==> src/rtl/cgra_config_loader.sv <==
// PE configuration-load transmitter: accepts host context entries over a
// valid/ready stream and writes them into the PE array's config memories.
//
// Ports:
//   clk, reset_n          clock, asynchronous active-low reset
//   load_start            begin a load session (honoured in IDLE and RUN)
//   in_valid / in_ready   host entry handshake
//   in_pe_id ... in_last  host entry fields
//   config_*              broadcast config fields, qualified by the strobe
//   write_config_data     per-PE write strobe (one-hot, or all-ones)
//   config_reset          one-cycle context reset pulse after the last entry
//   running               array configured and executing
//   err_bad_entry         sticky: illegal PE id or context index seen
//   entries_written       legal entries written this session (saturating)
module cgra_config_loader #(
    parameter int PE_NUM                     = 16,
    parameter int PE_ID_WIDTH                = 5,
    parameter int NEIGHBOR_PE_NUM_BIT_LENGTH = 3,
    parameter int OPERATION_BIT_LENGTH       = 4,
    parameter int DATA_WIDTH                 = 32,
    parameter int CONTEXT_SIZE_BIT_LENGTH    = 3,
    parameter int CONTEXT_HW_SIZE            = 8,
    parameter int COUNT_WIDTH                = 16
) (
    input  logic                                  clk,
    input  logic                                  reset_n,
    input  logic                                  load_start,
    input  logic                                  in_valid,
    output logic                                  in_ready,
    input  logic [PE_ID_WIDTH-1:0]                in_pe_id,
    input  logic                                  in_broadcast,
    input  logic [CONTEXT_SIZE_BIT_LENGTH-1:0]    in_context_index,
    input  logic [NEIGHBOR_PE_NUM_BIT_LENGTH-1:0] in_input_PE_1,
    input  logic [NEIGHBOR_PE_NUM_BIT_LENGTH-1:0] in_input_PE_2,
    input  logic [OPERATION_BIT_LENGTH-1:0]       in_op,
    input  logic [DATA_WIDTH-1:0]                 in_const_data,
    input  logic                                  in_last,
    output logic [NEIGHBOR_PE_NUM_BIT_LENGTH-1:0] config_input_PE_1,
    output logic [NEIGHBOR_PE_NUM_BIT_LENGTH-1:0] config_input_PE_2,
    output logic [OPERATION_BIT_LENGTH-1:0]       config_op,
    output logic [DATA_WIDTH-1:0]                 config_const_data,
    output logic [CONTEXT_SIZE_BIT_LENGTH-1:0]    config_index,
    output logic [PE_NUM-1:0]                     write_config_data,
    output logic                                  config_reset,
    output logic                                  running,
    output logic                                  err_bad_entry,
    output logic [COUNT_WIDTH-1:0]                entries_written
);

    // RST_WR carries the final strobe, RST_PULSE carries config_reset,
    // so the two never overlap.
    typedef enum logic [2:0] {
        IDLE,
        LOAD,
        RST_WR,
        RST_PULSE,
        RUN
    } state_t;

    state_t state;
    state_t state_next;

    logic              accept;
    logic              start;
    logic              legal_pe;
    logic              legal_ctx;
    logic              legal;
    logic [PE_NUM-1:0] strobe;

    always_ff @(posedge clk or negedge reset_n) begin
        if (!reset_n) begin
            state <= IDLE;
        end else begin
            state <= state_next;
        end
    end

    always_comb begin
        state_next   = state;
        in_ready     = 1'b0;
        config_reset = 1'b0;
        running      = 1'b0;
        unique case (state)
            IDLE: begin
                if (load_start) state_next = LOAD;
            end
            LOAD: begin
                in_ready = 1'b1;
                if (in_valid && in_last) state_next = RST_WR;
            end
            RST_WR: begin
                state_next = RST_PULSE;
            end
            RST_PULSE: begin
                config_reset = 1'b1;
                state_next   = RUN;
            end
            RUN: begin
                running = 1'b1;
                if (load_start) state_next = LOAD;
            end
            default: state_next = IDLE;
        endcase
    end

    assign accept = in_valid && (state == LOAD);
    assign start  = load_start && ((state == IDLE) || (state == RUN));

    // Widen before comparing so the checks stay meaningful for any
    // parameterisation, including ones where the field cannot overflow.
    always_comb begin
        legal_pe  = in_broadcast || (32'(in_pe_id) < PE_NUM);
        legal_ctx = 32'(in_context_index) < CONTEXT_HW_SIZE;
        legal     = legal_pe && legal_ctx;
        strobe    = '0;
        for (int i = 0; i < PE_NUM; i++) begin
            strobe[i] = legal && (in_broadcast || (32'(in_pe_id) == i));
        end
    end

    always_ff @(posedge clk or negedge reset_n) begin
        if (!reset_n) begin
            config_input_PE_1 <= '0;
            config_input_PE_2 <= '0;
            config_op         <= '0;
            config_const_data <= '0;
            config_index      <= '0;
            write_config_data <= '0;
            err_bad_entry     <= 1'b0;
            entries_written   <= '0;
        end else begin
            write_config_data <= accept ? strobe : '0;
            if (accept) begin
                config_input_PE_1 <= in_input_PE_1;
                config_input_PE_2 <= in_input_PE_2;
                config_op         <= in_op;
                config_const_data <= in_const_data;
                config_index      <= in_context_index;
            end
            if (start) begin
                err_bad_entry   <= 1'b0;
                entries_written <= '0;
            end else if (accept) begin
                if (!legal) begin
                    err_bad_entry <= 1'b1;
                end else if (entries_written != '1) begin
                    entries_written <= entries_written + 1'b1;
                end
            end
        end
    end

endmodule

==> config.mk <==
export PLATFORM = sky130hd
export DESIGN_NAME = cgra_config_loader
export DESIGN_NICKNAME = d
export VERILOG_FILES = /design/src/rtl/cgra_config_loader.sv
export SDC_FILE = /design/constraint.sdc
export NUM_CORES = 1
export LEC_CHECK = 0
export ABC_AREA = 1
export CORE_ASPECT_RATIO = 2
export CORE_MARGIN = 3
export CORE_UTILIZATION = 30
export DETAILED_ROUTE_END_ITERATION = 6
export SLEW_MARGIN = 20
export SYNTH_ARGS = -nofsm -noshare
export SYNTH_HDL_FRONTEND = slang
export SYNTH_SLANG_ARGS = --single-unit
==> constraint.sdc <==
create_clock -name clk -period 2.9 [get_ports clk]
set_clock_uncertainty 0.1 [all_clocks]
set_input_delay 0.58 -clock clk [delete_from_list [all_inputs] [get_ports clk]]
set_output_delay 0.58 -clock clk [all_outputs]
set_load 0.05 [all_outputs]
### Word level (Yosys, flattened, before mapping)

Cells that the tools add are included.
Widths: inputs -> output; s select.

| storage, ports and cells | value |
|---|---|
| flip-flop bits (word level) | 81 |
| input port bits | 56 |
| output and inout bits | 81 |

| operators by class | value |
|---|---|
| $add $sub $neg | 1 |
| magnitude comparators | 1 |
| eq/ne operators | 23 |
| mux-type cells | 14 |
| reductions and logical operators | 46 |

Operator list:

| cell | count |
|---|---|
| $mux 16 | 5 |
| $eq 5x4->1 const B | 8 |
| $eq 5x3->1 const B | 4 |
| $logic_and 1x1->1 | 19 |
| $logic_or 1x1->1 | 18 |
| $add 16x1->16 const B | 1 |
| $ne 16x16->1 const B | 1 |
| $pmux 3 s4 | 1 |
| $eq 5x2->1 const B | 2 |
| $eq 3x2->1 const B | 2 |
| $mux 1 | 6 |
| $mux 3 | 2 |
| $reduce_bool 2->1 | 3 |
| $eq 5x1->1 const B | 1 |
| $logic_not 5->1 | 1 |
| $lt 5x5->1 const B | 1 |
| $ne 2x2->1 const B | 2 |
| $reduce_and 2->1 | 2 |
| $eq 3x1->1 const B | 1 |
| $eq 3x3->1 const B | 1 |
| $logic_not 3->1 | 1 |
| $reduce_and 3->1 | 1 |
| $ne 2x1->1 const B | 1 |
| $reduce_or 2->1 | 1 |

### Longest topological paths before layout

| logic depth | value |
|---|---|
| depth after elaboration | 5 |
| gate-level depth with buffers | 10 |
| depth with buffers taken out | 10 |

### Worst setup path before layout

Ideal clock, no wire load.

| timing path | value |
|---|---|
| path type | reg-to-reg |
| start point | register state[2] |
| end point | register entries_written[0] |
| library setup time | 123 ps |
| arrival time | 1797 ps |
| setup slack | 880 ps |
| cell stages (with the launch flop) | 7 |
| path buffers | 0 |
| period minus slack after synthesis | 2020 ps |
| cells stage by stage | dfrtp_1 -> nor3_2 -> nand2_1 -> nor2_1 -> nand2_1 -> nand2_1 -> o21ai_1 |

| between the ends | value |
|---|---|
| word-level cells in the longest chain between the ends | 5 |

Ends and longest elaborated chain:

| what | RTL line | text |
|---|---|---|
| start, declared | 60 | `state_t state;` |
| start signal, assigned | 74 | `state <= state_next;` |
| $eq 3x3->1 / $logic_not 3->1 (equally long branches) | 107 | `assign start = load_start && ((state == IDLE) \|\| (state == RUN));` |
| $logic_or 1x1->1 | 107 |  |
| $logic_and 1x1->1 | 107 |  |
| $reduce_bool 2->1 (no source line) | n/a |  |
| $reduce_and 3->1 (no source line) | n/a |  |
| end signal, assigned | 147 | `entries_written <= entries_written + 1'b1;` |
| end, declared | 47 | `output logic [COUNT_WIDTH-1:0] entries_written` |

Several ways; a longest one is shown, not always the timed one.
A chain may end at the register's enable or synchronous reset.

### Worst setup path after layout

| timing path | value |
|---|---|
| start point | register state[1] |
| end point | output running |

| between the ends | value |
|---|---|
| word-level cells in the longest chain between the ends | 2 |

Ends and longest elaborated chain:

| what | RTL line | text |
|---|---|---|
| $eq 3x3->1 | 83 | `unique case (state)` |
| $mux 1 | 83 |  |
| end, declared | 45 | `output logic running,` |

No other way between the ends.

==> metrics.md <==
| Metric | Value |
|---|---|
| Seq/Total Area, Yosys | `0.567` |
| Launch point of the worst reg-to-reg path | `entries_written[0]` |
| Met3 global-route usage | `0.0390` |
| Final worst path period need | `2660 ps` |
| Area occupied by multi-input gates | `0.00139 sq mm` |
| RSZ-0062 raised after global routing | `false` |
| Synthesized netlist cell count | `437` |
| Status | `finished clean` |
| Post-synthesis adder-cell area fraction | `0.00350` |
| Final Hold Viols | `0` |
| Largest family of logic cells by synthesized area | `simple AND/OR/NAND/NOR gates` |
| TritonCTS clock tree | `yes` |
| Max Root-Sink Buffers | `2` |
| Post-synthesis compound-gate area fraction | `0.0490` |
| Initial Utilization | `0.311` |
| Flops & latches, synth | `81` |
| I/O pins | `137` |
| DIE HEIGHT | `160 um` |
| Final instance area | `0.00546 sq mm` |
| CP Launch Type | `flip-flop` |
| # hold bufs at CTS | `0` |
| FP Rows | `55` |
| Synth area leaders | `dfrtp_1 (57%), nand2_1 (22%), nor2_1 (2.7%), a21oi_1 (2.7%), nand3_1 (2.7%)` |
| Reg2Reg Depth | `9` |
| Commonest cells post-synth | `nand2_1 (209), dfrtp_1 (81), nor2_1 (26), inv_1 (22)` |
| GRT Resource Usage Total | `0.165` |
| Placed cell area | `0.00510 sq mm` |
| Most frequent cell after synthesis | `nand2_1` |
| Buf/Inv on CP | `2` |
| Clock sinks | `81` |
| Die width | `83.2 um` |
| Dominant synthesized flop cell | `dfrtp_1` |
| Met1 usage | `0.170` |
| Fillers | `1086` |
| DR vias | `3370` |
| Max VDD drop | `0.549 mV` |
| Xor/xnor share of the synthesized area | `0.00735` |
| DRC | `0` |
| Post-CTS sizing | `0` |
| Worst Max-Slew Pin Slew | `569 ps` |
| Critical path fanouts, max | `5` |
| DRT Pass-1 Iters | `5` |
| WHS | `155 ps` |
| Post-CTS Setup Repair Bufs | `0` |
| Top cell type's share of synthesized area | `0.567` |
| Via/cell ratio | `4.67` |
| Period Utilization, post-route | `0.918` |
| Peak Freq | `0.376 GHz` |
| ANT cells | `0` |
| Synth Area in Simple Gates | `0.327` |
| Pin count of the biggest net entering global routing | `82` |
| Mux cell area share after synthesis | `0` |
| Non-filler instance count after layout | `721` |
| DRT Wirelength | `10.7 mm` |
| Initial antenna violation count | `0` |
| Pwr dens | `1140 mW/mm^2` |
| Max incr delay on CP | `820 ps` |
| Vias in the first global route | `3502` |
| GPL Wtd Cong | `0.854` |
| Max Slew Vio Count | `0` |
| Crit path kind | `reg -> out` |
| NumNets Final | `631` |
| Layout area overhead | `52.6%` |
| GRT Residual Overflow | `0` |
| Mean post-synth cell area | `8.19 sq um` |
| Mapped Nets | `494` |
| Clock transition at path regs | `60 ps` |
| Worst R2R Setup Slack | `1010 ps` |
| Buffers on Ports | `136` |
| Crit path max-delay family | `buffers and inverters` |
| Layout cells sized above 1 | `0.0622` |
| CP Capture Type | `output port` |
| Setup tns final | `0 ps` |
| Met2 Track Usage GR | `0.312` |
| First-pass GRT wire length | `17.5 mm` |
| Worst skew pair latency | `330 ps` |
| Routed Antenna Nets | `0` |
| Clock root buffer master | `clkbuf_16` |
| Final count of negative-setup-slack endpoints | `0` |
| Req. time, crit path | `2220 ps` |
| Num CTS Buffers | `9` |
| WL per Instance | `14.9 um` |
| YS warnings | `0` |
| Busiest layer in global routing | `met2` |
| Max-cap violations | `0` |
| Drt initial violations | `173` |
| Post-DP HPWL | `7.90 mm` |
| Hold WC Path Type | `in -> async` |
| DIE AREA | `0.0133 sq mm` |
| Leakage | `2.57 nW` |
| Area of the mapped netlist | `0.00358 sq mm` |
| Post-synth top area cell | `dfrtp_1` |
| # placed instances | `705` |
| Slew Limit Headroom | `0.619` |
| Synth unique cells | `27` |
| EDFF count, synth | `0` |
| FF-to-FF End | `entries_written[2]` |
| H-tree Lvls | `3` |
| Worst EP arrival | `1980 ps` |
| Core Area | `0.0115 sq mm` |
| Storage cell area | `0.00203 sq mm` |
| Critical Path, Cell by Cell | `inv_1 > nand2_1 > nor2_1 > clkdlybuf4s50_1` |
| Slowest-stage cell, CP | `clkdlybuf4s50_1` |
| Asr flop ratio synth | `1.00` |
==> area by class of cell <==
type | count | area share
Multi-Input combinational cell | 316 | 0.255
Inverter | 25 | 0.0172
Sequential cell | 81 | 0.371
Clock buffer | 11 | 0.0426
Clock inverter | 5 | 0.0234
Timing Repair Buffer | 141 | 0.258
Tap cell | 142 | 0.0325
==> state kept, by name, summed over array words and instances (netlist names) <==
register / flops
config_const_data: 32
config_index: 3
config_input_PE_1: 3
config_input_PE_2: 3
config_op: 4
entries_written: 16
err_bad_entry: 1
state: 3
write_config_data: 16
==> worst max path at each step <==
stage | startpoint | to | slack (ps) | cells past startpoint
finish | state[1] | running | 240 | 4
global route | state[1] | running | 140 | 4
CTS | state[1] | running | 250 | 4
detailed placement | state[1] | running | 610 | 4
global placement | state[1] | running | 660 | 4
floorplan | state[2] | entries_written[0] | 880 | 6
==> power by group <==
part	total (mW)	internal, mW	switching [mW]
sequential	1.75	1.52	0.234
combinational	3.11	0.952	2.16
clock	1.37	0.929	0.443
total	6.23	3.40	2.83
==> cell families (layout without fill, tap and decap cells) <==
kind of cell | Yosys count | in the layout
and+or+nand+nor | 279 | 279
adders and majority gates | 1 | 1
buffers and inverters | 40 | 182
xor gates and xnor gates | 3 | 3
DFF | 81 | 81
AOI/OAI and AO/OA | 33 | 33
==> worst reg2reg max path: stages (launching register included) <==
cell and delay, ps:
dfrtp_1 420, ha_1 230, nand3_2 150, inv_2 130, nand2_4 70, nor2_4 170, nor2_4 120, nor2_4 270
nand2_1 90, nand2_1 80
==> placed cells by master, fill, tap and decap left out, types with 3 or more instances in the layout <==
cell type | Yosys | final
o21bai_1 | 3 | 3
nor2_4 | 5 | 6
inv_1 | 22 | 22
bufinv_16 | 0 | 4
buf_4 | 1 | 5
nand3_1 | 19 | 19
nor2_1 | 26 | 25
xor2_1 | 3 | 3
o21ai_0 | 7 | 7
nand2_1 | 209 | 208
nand4_1 | 11 | 11
clkbuf_16 | 0 | 9
o21ai_1 | 3 | 3
dfrtp_1 | 81 | 81
clkdlybuf4s50_1 | 0 | 135
a21oi_1 | 19 | 19
==> per-stage QoR <==
step	total power, mW	worst slack (ps)	utilization
3_3_place_gp	4.86	658	0.444
2_1_floorplan	3.78	880	-
3_5_place_dp	4.91	609	0.444
4_1_cts	6.30	245	0.475
5_1_grt	6.55	144	0.475
6_report	6.23	238	0.475
==> metal layers <==
| metal | part of all wire | vias up |
|---|---|---|
| met4 | 0.030 | 0 |
| met2 | 0.55 | 128 |
| met5 | 0 | - |
| met1 | 0.36 | 1577 |
| li1 | - | 1646 |
| met3 | 0.054 | 19 |
(Power assumes the default switching activity.)
